`src/rtl/video_timing_if.sv`:
```
// Raster timing bundle: mode descriptor and pixel enable in, counters and qualifiers out.
interface video_timing_if;
  logic         pix_en;
  logic [121:0] mode_str;
  logic [9:0]   h_cnt;
  logic [9:0]   v_cnt;
  logic         hs;
  logic         vs;
  logic         de;
  logic         border;
  logic         blank;
  logic         line_start;
  logic         frame_start;

  // No valid/ready pair: pix_en is a qualifier. Every output is a registered value that
  // describes the last clk edge at which pix_en was high, and strobes read 0 after an edge
  // at which pix_en was low.
  modport master (
    output pix_en, mode_str,
    input  h_cnt, v_cnt, hs, vs, de, border, blank, line_start, frame_start
  );

  modport slave (
    input  pix_en, mode_str,
    output h_cnt, v_cnt, hs, vs, de, border, blank, line_start, frame_start
  );
endinterface

```
`src/rtl/video_timing.sv`:
```
// Raster timing generator: h/v counters driven by a frame-shadowed mode descriptor,
// with region flags decoded from next-state counters so they line up with the counters.
module video_timing #(
  parameter int PIPE = 0
) (
  input  logic     clk,
  input  logic     reset_n,
  video_timing_if.slave vif
);

  typedef struct packed {
    logic       sp;
    logic [9:0] act;
    logic [9:0] rb;
    logic [9:0] fp;
    logic [9:0] sy;
    logic [9:0] bp;
  } region_t;

  typedef struct packed {
    logic hs;
    logic vs;
    logic de;
    logic border;
    logic blank;
    logic line_start;
    logic frame_start;
  } flags_t;

  logic [121:0] shadow;
  logic         started;
  logic         en_q;
  logic [9:0]   h_cnt, v_cnt, nxt_h, nxt_v;
  logic         h_wrap, v_wrap, frame_wrap;
  region_t      cm_h, cm_v;
  logic [2:0]   reg_h, reg_v;
  flags_t       nxt_flags, rst_flags;
  flags_t       stg [PIPE+1];

  // {de, blank, sync} membership of one counter against one axis
  function automatic logic [2:0] region(region_t a, logic [9:0] c);
    region = {c <= a.act, (c > a.rb) && (c <= a.bp), (c > a.fp) && (c <= a.sy)};
  endfunction

  always_comb begin
    h_wrap     = (h_cnt == shadow[70:61]);
    v_wrap     = (v_cnt == shadow[9:0]);
    frame_wrap = started && h_wrap && v_wrap;

    // The first enabled cycle after reset presents (0,0) instead of advancing
    nxt_h = (!started || h_wrap) ? 10'd0 : h_cnt + 10'd1;
    nxt_v = v_cnt;
    if (!started || (h_wrap && v_wrap)) nxt_v = 10'd0;
    else if (h_wrap)                    nxt_v = v_cnt + 10'd1;

    // A new mode takes effect on the very cycle that shows the new frame's (0,0)
    cm_h = frame_wrap ? region_t'(vif.mode_str[121:71]) : region_t'(shadow[121:71]);
    cm_v = frame_wrap ? region_t'(vif.mode_str[60:10])  : region_t'(shadow[60:10]);

    reg_h = region(cm_h, nxt_h);
    reg_v = region(cm_v, nxt_v);

    nxt_flags             = '0;
    nxt_flags.hs          = reg_h[0] ? cm_h.sp : ~cm_h.sp;
    nxt_flags.vs          = reg_v[0] ? cm_v.sp : ~cm_v.sp;
    nxt_flags.de          = reg_h[2] & reg_v[2];
    nxt_flags.blank       = reg_h[1] | reg_v[1];
    nxt_flags.border      = ~(reg_h[2] & reg_v[2]) & ~(reg_h[1] | reg_v[1]);
    nxt_flags.line_start  = (nxt_h == 10'd0);
    nxt_flags.frame_start = (nxt_h == 10'd0) && (nxt_v == 10'd0);

    rst_flags    = '0;
    rst_flags.hs = ~vif.mode_str[121];
    rst_flags.vs = ~vif.mode_str[60];
  end

  always_ff @(posedge clk) begin
    if (!reset_n) begin
      h_cnt   <= 10'd0;
      v_cnt   <= 10'd0;
      shadow  <= vif.mode_str;
      started <= 1'b0;
      en_q    <= 1'b0;
      for (int k = 0; k <= PIPE; k++) stg[k] <= rst_flags;
    end else begin
      en_q <= vif.pix_en;
      if (vif.pix_en) begin
        h_cnt   <= nxt_h;
        v_cnt   <= nxt_v;
        started <= 1'b1;
        if (frame_wrap) shadow <= vif.mode_str;
        stg[0] <= nxt_flags;
        for (int k = 1; k <= PIPE; k++) stg[k] <= stg[k-1];
      end
    end
  end

  // Stages hold while disabled; strobes are masked so each shows for one clk only
  assign vif.h_cnt       = h_cnt;
  assign vif.v_cnt       = v_cnt;
  assign vif.hs          = stg[PIPE].hs;
  assign vif.vs          = stg[PIPE].vs;
  assign vif.de          = stg[PIPE].de;
  assign vif.border      = stg[PIPE].border;
  assign vif.blank       = stg[PIPE].blank;
  assign vif.line_start  = stg[PIPE].line_start & en_q;
  assign vif.frame_start = stg[PIPE].frame_start & en_q;

endmodule

```
`src/flat_wrapper.sv`:
```
// flat-port wrapper written by rule: the top's interface ports become plain ports
module video_timing_flat 
#(
  parameter int PIPE = 0
)
  (clk, reset_n, vif_pix_en, vif_mode_str, vif_h_cnt, vif_v_cnt, vif_hs, vif_vs, vif_de, vif_border, vif_blank, vif_line_start, vif_frame_start);
  video_timing_if vif_i ();
  input  logic clk;
  input  logic reset_n;
  input wire logic [$bits(vif_i.pix_en)-1:0] vif_pix_en;
  input wire logic [$bits(vif_i.mode_str)-1:0] vif_mode_str;
  output wire logic [$bits(vif_i.h_cnt)-1:0] vif_h_cnt;
  output wire logic [$bits(vif_i.v_cnt)-1:0] vif_v_cnt;
  output wire logic [$bits(vif_i.hs)-1:0] vif_hs;
  output wire logic [$bits(vif_i.vs)-1:0] vif_vs;
  output wire logic [$bits(vif_i.de)-1:0] vif_de;
  output wire logic [$bits(vif_i.border)-1:0] vif_border;
  output wire logic [$bits(vif_i.blank)-1:0] vif_blank;
  output wire logic [$bits(vif_i.line_start)-1:0] vif_line_start;
  output wire logic [$bits(vif_i.frame_start)-1:0] vif_frame_start;
  assign vif_i.pix_en = vif_pix_en;
  assign vif_i.mode_str = vif_mode_str;
  assign vif_h_cnt = vif_i.h_cnt;
  assign vif_v_cnt = vif_i.v_cnt;
  assign vif_hs = vif_i.hs;
  assign vif_vs = vif_i.vs;
  assign vif_de = vif_i.de;
  assign vif_border = vif_i.border;
  assign vif_blank = vif_i.blank;
  assign vif_line_start = vif_i.line_start;
  assign vif_frame_start = vif_i.frame_start;
  video_timing #(.PIPE(PIPE)) u_core (.clk(clk), .reset_n(reset_n), .vif(vif_i));
endmodule
```
`config.mk`:
```
export PLATFORM = sky130hd
export DESIGN_NAME = video_timing_flat
export DESIGN_NICKNAME = d
export VERILOG_FILES = /design/src/rtl/video_timing_if.sv /design/src/rtl/video_timing.sv /design/src/flat_wrapper.sv
export SDC_FILE = /design/constraint.sdc
export NUM_CORES = 1
export LEC_CHECK = 0
export BUFFER_PORTS_ARGS = -buffer_cell sky130_fd_sc_hd__buf_2
export CAP_MARGIN = 20
export CORE_ASPECT_RATIO = 0.5
export CORE_MARGIN = 2
export CORE_UTILIZATION = 40
export CTS_CLUSTER_DIAMETER = 150
export DETAILED_ROUTE_END_ITERATION = 8
export GPL_ROUTABILITY_DRIVEN = 0
export GPL_TIMING_DRIVEN = 0
export PLACE_DENSITY = 0.6
export SKIP_LAST_GASP = 1
export SYNTH_ARGS = -nofsm -noshare
export SYNTH_HDL_FRONTEND = slang
export SYNTH_SLANG_ARGS = --single-unit
```
`constraint.sdc`:
```
create_clock -name clk -period 9 [get_ports clk]
set_clock_uncertainty 0.15 [all_clocks]
set_input_delay 0.45 -clock clk [delete_from_list [all_inputs] [get_ports clk]]
set_output_delay 0.45 -clock clk [all_outputs]
set_load 0.02 [all_outputs]
```
### Yosys cells after proc, flatten, opt, wreduce, memory -nomap -nowiden

Memories as Yosys holds them, arrays and structs flattened.
Index checks and enable logic that the tools add are counted.

* input bits: 125
* output and inout bits: 27
* memory bits (writable): 7
* flip-flop bits (word level): 144
* logic and storage cells: 64
* memories kept: 1

Memory list
* u_core.stg: words 1, bits a word 7, read ports 1, clocked after Yosys merged registers in 0, wr ports 1, line video_timing.sv:38 `flags_t stg [PIPE+1];`

* reduce and logical (&&, ||, !) cells: 15
* bitwise operators: 11
* eq/ne operators: 4
* order comparisons: 10
* mux-type cells: 16
* add/sub/neg operators: 2

Operator list (count)
* $mux W122: 3
* $mux W51: 2
* $le A10 B10 Y1: 6
* $gt A10 B10 Y1: 4
* $mux W10: 3
* $add A10 B1 Y10 const B: 2
* $eq A10 B10 Y1: 2
* $logic_not A10 Y1: 2
* $logic_and A1 B1 Y1: 8
* $mux W1: 7
* $mux W7: 1
* $reduce_or A7 Y1: 1
* $not A1 Y1: 6
* $and A1 B1 Y1: 4
* $ne A2 B1 Y1 const B: 2
* $logic_or A1 B1 Y1: 2
* $reduce_and A2 Y1: 1
* $logic_not A1 Y1: 1
* $or A1 B1 Y1: 1

### Depth between registers and ports, before layout

Gate-level depths: netlist (run 1).

* depth in word-level cells: 10
* gate-level depth with buffers: 17
* mapped depth without buffers: 16

### Worst setup path before layout (run 1)

OpenSTA, ideal clock, no wires.

* path kind: reg-to-reg
* start point: register u_core.h_cnt[5] (netlist: u_core.vif.h_cnt[5])
* end point: register u_core.shadow[0] (enable)
* arrival time: 4.815 ns
* data required time: 8.363 ns
* library setup time: 0.487 ns
* stages on the path, launching flop included: 10
* path buffers: 3
* clock period less this slack: 5.452 ns
* setup slack: 3.548 ns
* cells stage by stage: dfxtp_1 > xor2_1 > nor4_4 > nand3_1 > clkbuf_1 > nor2_1 > buf_2 > buf_2 > nand2_1 > nand2_1

* longest elaborated chain between the ends: 5

RTL lines
* start, declared: line video_timing.sv:33 `logic [9:0] h_cnt, v_cnt, nxt_h, nxt_v;`
* start signal, assigned: line video_timing.sv:88 `h_cnt <= nxt_h;`
* $eq A10 B10 Y1: line video_timing.sv:46 `h_wrap = (h_cnt == shadow[70:61]);`
* $logic_and A1 B1 Y1 (2 in a row): line video_timing.sv:48 `frame_wrap = started && h_wrap && v_wrap;`
* $ne A2 B1 Y1 (no line)
* $reduce_and A2 Y1 (no line)
* end signal, assigned: line video_timing.sv:81 `shadow <= vif.mode_str;`
* end signal, assigned: line video_timing.sv:91 `if (frame_wrap) shadow <= vif.mode_str;`
* end, declared: line video_timing.sv:30 `logic [121:0] shadow;`

No other way between the ends.
A chain may end at the register's enable or synchronous reset.

### Worst setup path in the final report (run 1)

* start point: register u_core.h_cnt[6] (netlist: u_core.vif.h_cnt[6])
* end point: memory u_core.stg[0][5] in the netlist's numbering, data pin

* longest elaborated chain between the ends: 8
* elaborated cells on any way between the ends: 14
* those cells by class: 2 x order compare; 1 x eq/ne; 5 x mux; 1 x bitwise; 5 x reduce/logical

RTL lines
* $eq A10 B10 Y1 *: line video_timing.sv:46
* $logic_and A1 B1 Y1: line video_timing.sv:53 `if (!started || (h_wrap && v_wrap)) nxt_v = 10'd0;`
* $logic_or A1 B1 Y1: line video_timing.sv:53
* $mux W10 *: line video_timing.sv:53
* via u_core.nxt_v[3]: line video_timing.sv:33
* $gt A10 B10 Y1 / $le A10 B10 Y1 (equally long branches): line video_timing.sv:42 `region = {c <= a.act, (c > a.rb) && (c <= a.bp), (c > a.fp) && (c <= a.sy)};`
* $logic_and A1 B1 Y1 *: line video_timing.sv:42
* $mux W1 *: line video_timing.sv:65 `nxt_flags.vs = reg_v[0] ? cm_v.sp : ~cm_v.sp;`
* $mux W7 (no line) *
* end, declared: line video_timing.sv:38

The timed path passes the listed nets; every way through them passes the cells marked *.

==> metrics.cfg, run 1 <==
[die]
core-area_sq_mm=0.0216
io_pins=152
die_height_um=109
dieArea_sq_mm=0.0231
die_x_um=213
std_cell_rows=38
initial_core_util=0.405

[layout]
finalNonFillerCells=1180
final_core_util=0.488
layout_commonest_cell=buf_2
final_cell_mix=buf_2 (164), edfxtp_1 (129), ha_1 (100)
area_delta_synth_final_pct=20.4
final_layout_size_suffix_gt1_frac=0.244
layout.nets=1090
multi_input_area_sq_mm=0.00429
fillCellCount=1984
seq_area_sq_mm=0.00431

[clocking]
root_buffer=clkbuf_16
clk_pin_slew_ns=0.07
clock_latency_ns=0.44
postCtsSetupRepairBufs=0
cts_buffers=17
cts_tree=built
clk_path_buf_depth=2
clock-sinks=151
cts_hold_buf=0
htree_levels=4
cts-resized-gates=0

[outcome]
outcome=complete, no violations

[route]
drc_errors=0
drt-met1-wl_um=10900
vias_per_cell=5.33
route.met3.wl_um=908
ant_nets=0
drtIter0Drc=309
first_pass_iters=4
routed_wirelength_um=22700
vias=6285
dr.max_layer_used=met4
wl_per_cell_um=19.3
wl_met2_um=10500

[timing]
tightestPinTransition_ns=1.10
max_freq_ghz=0.189
maxSlewViolCount=0
min_period_ns=5.30
final-setup-viol-count=0
relSlewSlack=0.268
rsz0062_at_grt=no
tns_ns=0
fin_crit_sh=0.589
final_hold_viol_count=0

[yosys]
synth_ff_type=edfxtp_1
ys_async_sr_fraction=0
ys_ff_latch=151
avgSynthCellArea_sq_um=12.6
synth_edf_count=129
ys_seq_area_frac=0.493
yosys_warnings=0
synth_area_sq_mm=0.00875
synthCells=694
yosysUniqueCellTypes=48
synthesis.nets=919

[placement]
dp.cells=1146
io_buffers=151
hpwl_um=16500

[job]
maxCapViolCount=0

[worst_setup_path]
start_kind=flip-flop
critPathRequiredTime_ns=9.03
cp_max_fo=10
endpoint_kind=flip-flop
path_class=reg -> reg
arrival_ns=5.33

[power]
swShare=0.232
p_clk_frac=0.438
seqPwrFrac=0.476
leakage_uw=0.00471
combPwrFrac=0.086
ir_worst_vdd_mv=0.117
p_int_uw=1340
p_sw_uw=403
powerDensity_mw_per_mm2=165

[global_route]
antenna_found_initial=2
track_usage=0.201
grt_pass1_wl_um=34200
grt-ovfl-total=0
grt_max_degree=67
grt_pass1_vias=6107

[min_path]
holdCritPathClass=in -> reg

## worst paths after layout
kind                             from  slack, ns  cells past startpoint             endpoint
hold / removal       vif_mode_str[67]       0.03                      1    u_core.shadow[67]
hold reg to reg   u_core.vif.h_cnt[9]       0.45                      1  u_core.vif.h_cnt[9]
setup / recovery  u_core.vif.h_cnt[6]       3.70                     15     u_core.stg[0][5]
setup reg to reg  u_core.vif.h_cnt[6]       3.70                     15     u_core.stg[0][5]
## state kept, by name, summed over array words and instances (netlist names)
name,count
u_core.vif.v_cnt,10
u_core.vif.h_cnt,10
u_core.stg,7
u_core.started,1
u_core.shadow,122
u_core.en_q,1
## final cells by class
type                            count  share of cell area
Antenna cell                        2            0.000475
Buffer                             20             0.00903
Clock buffer                       21              0.0447
Clock inverter                     11              0.0139
Inverter                           14             0.00499
Multi-Input combinational cell    509               0.408
Sequential cell                   151               0.409
Tap cell                          300              0.0356
Timing Repair Buffer              152              0.0743
## critical path: stages (launching register included)
cell and delay [ns]:
dfxtp_1 0.47, xor2_1 0.15, nor4_4 0.50, nand3_1 0.15, clkbuf_1 0.27, or3_1 0.40, a21oi_1 0.87, ha_1 0.40
a21o_1 0.18, a21o_1 0.16, a21oi_1 0.14, o211ai_1 0.13, a221oi_1 0.70, nand3_1 0.15, o211ai_1 0.13, a21oi_1 0.09
## layer usage
| metal | up-vias | GRT usage |
|---|---|---|
| li1 | 3058 | - |
| met1 | 3062 | 0.271 |
| met2 | 129 | 0.324 |
| met3 | 36 | 0.0386 |
| met4 | 0 | 0.0764 |
| met5 | - | 0 |
## through the flow
step / area (sq um) / hold WS (ns) / setup slack, ns / power [uW]
6_report: 10500 / 0.0343 / 3.70 / 1740
5_1_grt: 10500 / 0.0152 / 3.38 / 1810
4_1_cts: 10500 / 0.0205 / 3.81 / 1760
3_5_place_dp: 9910 / 0.429 / 3.83 / 994
3_3_place_gp: 9880 / 0.420 / 1.92 / 990
2_1_floorplan: 8750 / 0.357 / 3.55 / 928
## kinds of logic after synthesis
| kind of cell | synth area share |
|---|---|
| adders and majority gates | 0.143 |
| DFF | 0.493 |
| xor gates and xnor gates | 0.0360 |
| AOI/OAI and AO/OA | 0.102 |
| and+or+nand+nor | 0.0911 |
| muxes | 0.118 |
| buffers and inverters | 0.0169 |
## synthesized netlist by cell type, drive strengths merged, types with 2 or more instances
cell	count	share of area
a2111oi	4	0.0062
a211oi	4	0.0034
a21o	26	0.022
a21oi	29	0.017
a221oi	2	0.0020
a22o	19	0.019
a31oi	3	0.0021
and2	5	0.0036
and3	10	0.0072
and4	3	0.0030
buf	14	0.0083
clkbuf	6	0.0026
dfxtp	22	0.050
edfxtp	129	0.44
ha	100	0.14
inv	14	0.0060
mux2	11	0.014
mux2i	91	0.10
nand2	21	0.0090
nand2b	2	0.0014
nand3	15	0.0086
nand4	25	0.018
nor2	39	0.017
nor2b	11	0.0079
nor3	5	0.0029
nor4	8	0.0099
o211ai	4	0.0034
o21a	5	0.0043
o21ai	16	0.0092
o31ai	3	0.0026
o32a	2	0.0023
o32ai	2	0.0020
xnor2	5	0.0050
xor2	31	0.031
## power groups by stage
stage	Sequential, uW	Clock, uW	Combinational, uW
after global routing	832	806	170
after global placement	846	0	144
after floorplan	843	0	85.1
after CTS	828	775	152
after detailed placement	842	0	152
final	827	762	150
Power figures use the tool's default switching activity.
==> inputs of run 2 (changes only) <==
PLACE_DENSITY = 0.63   (was 0.6)
clock period = 4.35 ns   (was 9 ns; I/O delays follow)
==> metrics.cfg, run 2 (synthesis gave the netlist of run 1 again) <==
[clocking]
clock_latency_ns=0.44  ; about the same
cts_tree=built
clk_path_buf_depth=2  ; unchanged
clock-sinks=151  ; unchanged
cts_buffers=17  ; unchanged
htree_levels=4  ; unchanged
clk_pin_slew_ns=0.07  ; about the same
root_buffer=clkbuf_16

[worst_setup_path]
endpoint_kind=flip-flop
crit_chain=xor2_1, nor4_4, buf_4, a31o_1, buf_2, nor2_1, ha_1, a21o_1, a21oi_2, o211ai_1, a22o_1, a2111oi_4, mux2_4, o211a_1
ff2ff_path_depth=14  ; -1
reg2reg_from=u_core.vif.h_cnt[8]
slowest_delay_ns=0.70  ; -0.17 ns
arrival_ns=4.29  ; -1.04 ns
cp_max_fo=9  ; -1
path_class=reg -> reg
rrSetupSlack_ns=0.11  ; -3.59 ns
r2r_end=u_core.stg[0][6]
crit_slowest_cell=nor2_1
critPathRequiredTime_ns=4.40  ; -4.63 ns
start_kind=flip-flop

[timing]
maxSlewViolCount=0  ; unchanged
tightestPinTransition_ns=0.918  ; -0.179 ns
relSlewSlack=0.386  ; +0.117
max_freq_ghz=0.236  ; +25%
fin_crit_sh=0.974  ; +0.385
holdWs_ns=0.330  ; +0.296 ns
final_hold_viol_count=0  ; unchanged
final-setup-viol-count=0  ; unchanged
finalWorstSetupSlack_ns=0.113  ; -3.59 ns
min_period_ns=4.24  ; -1.06 ns
rsz0062_at_grt=yes

[die]
io_pins=152  ; unchanged
initial_core_util=0.405  ; unchanged
die_x_um=213  ; unchanged
dieArea_sq_mm=0.0231  ; unchanged
die_height_um=109  ; unchanged
std_cell_rows=38  ; unchanged
core-area_sq_mm=0.0216  ; unchanged

[route]
ant_nets=0  ; unchanged
routed_wirelength_um=24000  ; +5.7%
route.met3.wl_um=976  ; +7.5%
dr.max_layer_used=met4
drt-met1-wl_um=11200  ; +2.8%
vias_per_cell=5.21  ; -2.2%
drc_errors=0  ; unchanged
wl_per_cell_um=18.3  ; -4.8%
wl_met2_um=11300  ; +7.7%
drtIter0Drc=311  ; +0.65%
vias=6822  ; +8.5%
first_pass_iters=7  ; +3

[placement]
io_buffers=151  ; unchanged
dpl_cell_area_sq_mm=0.00993  ; +0.20%
place_ws_ns=-0.779  ; -4.61 ns
hpwl_um=16500  ; -0.23%

[min_path]
hp-start=vif_mode_str[64]
hold_end=u_core.shadow[64]
worstHoldPathCells=2  ; +1
holdCritPathClass=in -> reg

[global_route]
grt-ovfl-total=0  ; unchanged
grt_pass1_vias=6893  ; +13%
track_usage=0.213  ; +0.0119
antenna_found_initial=0  ; -2
grt_pass1_wl_um=36600  ; +7.0%
grt_max_degree=64  ; -4.5%

[layout]
reg.largest.list=u_core.shadow x122, u_core.vif.h_cnt x10, u_core.vif.v_cnt x10
regMostFlops=u_core.shadow
final_layout_size_suffix_gt1_frac=0.255  ; +0.0117
multi_input_area_sq_mm=0.00443  ; +3.1%
final_cell_mix=buf_2 (156), edfxtp_1 (129), dlygate4sd3_1 (125)
fillCellCount=1850  ; -6.8%
area_delta_synth_final_pct=36.9
num_antenna_cells=0  ; -2
largest_reg_flops=122  ; unchanged
layout_commonest_cell=buf_2
layout.nets=1222  ; +12%
seq_area_sq_mm=0.00433  ; +0.44%
design_area_sq_mm=0.0120  ; +14%

[job]
maxCapViolCount=0  ; unchanged

[power]
leakage_uw=0.00529  ; +12%
power_uw=3530  ; +100%
powerDensity_mw_per_mm2=295  ; +79%
ir_worst_vdd_mv=0.244  ; +110%

[outcome]
outcome=complete, no violations

## run 2: metrics by stage
step           utilization  cells  setup TNS [ns]
2_1_floorplan            -    694               0
3_3_place_gp         0.458   1145         -126.64
3_5_place_dp         0.460   1146           -3.06
4_1_cts              0.549   1308         -0.0106
5_1_grt              0.555   1310          -0.153
6_report             0.555   1310               0
## run 2: timing repair
item                                    in CTS  in global routing
buffers inserted                             6                  3
hold buffers                               125                  0
endpoints found under the hold margin      125                  0
pin swaps                                    6                  8
endpoints found under the setup margin       5                  5
gates cloned                                 0                  0
gates resized for setup                     26                 32
## run 2: worst max-delay path by stage
stage / slack, ns / endpoint / start
after floorplan: 0.04 / u_core.stg[0][6] / u_core.vif.h_cnt[8]
after global placement: -1.02 / u_core.shadow[28] / u_core.shadow[67]
after detailed placement: -0.78 / u_core.stg[0][5] / u_core.shadow[67]
after CTS: -0.01 / u_core.stg[0][5] / u_core.shadow[62]
after global routing: -0.06 / u_core.stg[0][6] / u_core.vif.v_cnt[1]
final: 0.11 / u_core.stg[0][6] / u_core.vif.h_cnt[8]
## run 2: metal layers
metal | track usage | vias to the layer above
met5 | 0 | -
met4 | 0.0833 | 0
met3 | 0.0404 | 46
met2 | 0.348 | 169
met1 | 0.283 | 3288
li1 | - | 3319
## run 2: final cells by class
class	instances	area share
buffer	18	0.0118
clock buffer	17	0.0355
clock inverter	15	0.0100
inverter	14	0.00439
multi-input combinational	509	0.370
sequential	151	0.362
tap	300	0.0313
timing repair buffer	286	0.175
## run 2: power by group
| group | total (uW) | switching, uW | internal, uW |
|---|---|---|---|
| logic | 408 | 197 | 211 |
| clock network | 1410 | 670 | 742 |
| registers | 1710 | 31.8 | 1680 |
| total | 3530 | 899 | 2630 |
## run 2: critical path: cells and delay by family (launching register included)
kind	cells	cell delay [ns]
flip-flops	1	0.45
buffers and inverters	2	0.37
AO/OA/AOI/OAI	7	1.26
adder cells (fa/ha/maj)	1	0.38
multiplexers	1	0.34
XOR/XNOR	1	0.26
AND/OR/NAND/NOR	2	0.79
==> inputs of run 3 (changes only) <==
GPL_TIMING_DRIVEN = not set   (was 0)
==> metrics.cfg, run 3 (synthesis gave the netlist of run 1 again) <==
[timing]
fin_crit_sh=0.937  ; -0.0370
relSlewSlack=0.493  ; +0.108
max_freq_ghz=0.245  ; +4.0%
holdWs_ns=0.338  ; +0.00827 ns
final_hold_viol_count=0  ; unchanged
min_period_ns=4.08  ; -0.161 ns
rsz0062_at_grt=yes
maxSlewViolCount=0  ; unchanged
finalWorstSetupSlack_ns=0.274  ; +0.161 ns
tightestPinTransition_ns=0.759  ; -0.159 ns
final-setup-viol-count=0  ; unchanged

[route]
ant_nets=0  ; unchanged
wl_per_cell_um=17.8  ; -2.8%
routed_wirelength_um=23900  ; -0.56%
drc_errors=0  ; unchanged
vias=6872  ; +0.73%
vias_per_cell=5.13  ; -1.5%
first_pass_iters=5  ; -2
drtIter0Drc=415  ; +33%

[worst_setup_path]
crit_slowest_cell=edfxtp_1
crit_chain=xor2_1, nor4_2, buf_4, nand4_1, nor2_4, buf_12, mux2i_1, ha_1, a21o_1, a21o_1, a21oi_1, o211ai_1, a22o_1, a2111oi_4, mux2_1, o211a_1
cp_max_fo=12  ; +3
arrival_ns=4.12  ; -0.17 ns
cpMostUsedCell=a21o_1
critPathRequiredTime_ns=4.39  ; about the same
slowest_delay_ns=0.39  ; -0.31 ns
endpoint_kind=flip-flop
start_kind=flip-flop
path_class=reg -> reg

[global_route]
grt_pass1_wl_um=37400  ; +2.3%
track_usage=0.215  ; +0.00186
antenna_found_initial=0  ; unchanged
grt_max_degree=52  ; -19%
grt-ovfl-total=0  ; unchanged
grt_pass1_vias=7201  ; +4.5%

[clocking]
htree_levels=4  ; unchanged
clk_pin_slew_ns=0.07  ; about the same
cts_tree=built
root_buffer=clkbuf_16
clock_latency_ns=0.44  ; about the same
clk_path_buf_depth=2  ; unchanged
clock-sinks=151  ; unchanged
cts_buffers=17  ; unchanged

[layout]
finalNonFillerCells=1340  ; +2.3%
fillCellCount=1842  ; -0.43%
layout.nets=1252  ; +2.5%
area_delta_synth_final_pct=39.5
layout_commonest_cell=buf_2
regMostFlops=u_core.shadow
num_antenna_cells=0  ; unchanged
final_cell_mix=buf_2 (151), edfxtp_1 (129), dlygate4sd3_1 (125)
largest_reg_flops=122  ; unchanged
final_layout_size_suffix_gt1_frac=0.261  ; +0.00513
reg.largest.list=u_core.shadow x122, u_core.vif.h_cnt x10, u_core.vif.v_cnt x10

[placement]
io_buffers=151  ; unchanged
place_ws_ns=-0.0202  ; +0.759 ns
dp.cells=1181  ; +3.1%
hpwl_um=17100  ; +3.8%

[power]
leakage_uw=0.00550  ; +4.0%
powerDensity_mw_per_mm2=297  ; +0.91%
ir_worst_vdd_mv=0.255  ; +4.8%

[die]
std_cell_rows=38  ; unchanged
initial_core_util=0.405  ; unchanged
die_height_um=109  ; unchanged
core-area_sq_mm=0.0216  ; unchanged
dieArea_sq_mm=0.0231  ; unchanged
io_pins=152  ; unchanged
die_x_um=213  ; unchanged

[outcome]
outcome=complete, no violations

[job]
maxCapViolCount=0  ; unchanged

[min_path]
holdCritPathClass=in -> reg

run 3: area by class of cell:
type / count / area (sq um) / share of cell area
multi-input combinational: 509 / 4340 / 0.356
sequential: 151 / 4320 / 0.354
timing repair buffer: 334 / 2500 / 0.205
clock buffer: 22 / 528 / 0.0433
tap: 300 / 375 / 0.0308
clock inverter: 10 / 77.6 / 0.00636
inverter: 14 / 52.6 / 0.00431
run 3: worst paths after layout:
path                            cells past startpoint                 from  slack (ns)                   to
worst max-delay path                               16     u_core.shadow[9]        0.27     u_core.stg[0][6]
worst min-delay path                                2     vif_mode_str[64]        0.34    u_core.shadow[64]
worst max register to register                     16     u_core.shadow[9]        0.27     u_core.stg[0][6]
worst min register to register                      1  u_core.vif.h_cnt[6]        0.41  u_core.vif.h_cnt[6]
run 3: per-stage QoR:
stage	setup TNS [ns]	util	total power (uW)	instance area, sq um
finish	0	0.565	3630	12200
global route	-0.0354	0.565	3770	12200
CTS	0	0.563	3650	12200
detailed placement	-0.0323	0.476	2060	10300
global placement	0	0.476	2050	10300
floorplan	0	-	1920	8760
run 3: worst max-delay path: cells and delay by family (launching register included):
kind            cells  cell delay, ns
mux                 2            0.56
buf+inv             2            0.34
xor+xnor            1            0.16
compound gates      7            1.27
fa+ha+maj           1            0.26
simple gates        3            0.71
flops               1            0.39
run 3: metal layers:
| layer | track usage | wire length [um] | vias to the layer above | share of wire |
|---|---|---|---|---|
| met4 | 0.0779 | 581 | 0 | 0.024 |
| met3 | 0.0456 | 1090 | 48 | 0.045 |
| li1 | - | - | 3363 | - |
| met2 | 0.361 | 11400 | 152 | 0.48 |
| met1 | 0.276 | 10900 | 3309 | 0.45 |
| met5 | 0 | 0 | - | 0 |
run 3: where the power goes:
part           total, uW  internal, uW  switching (uW)
logic                415           212             203
clock network       1500           870             633
registers           1710          1680            30.7
run 3: what timing repair did:
action | CTS | global route
setup endpoints to repair | 4 | 5
gates resized for setup | 0 | 11
buffers inserted | 2 | 0
hold endpoints to repair | 125 | 0
pin swaps | 1 | 0
hold buffers | 125 | 0
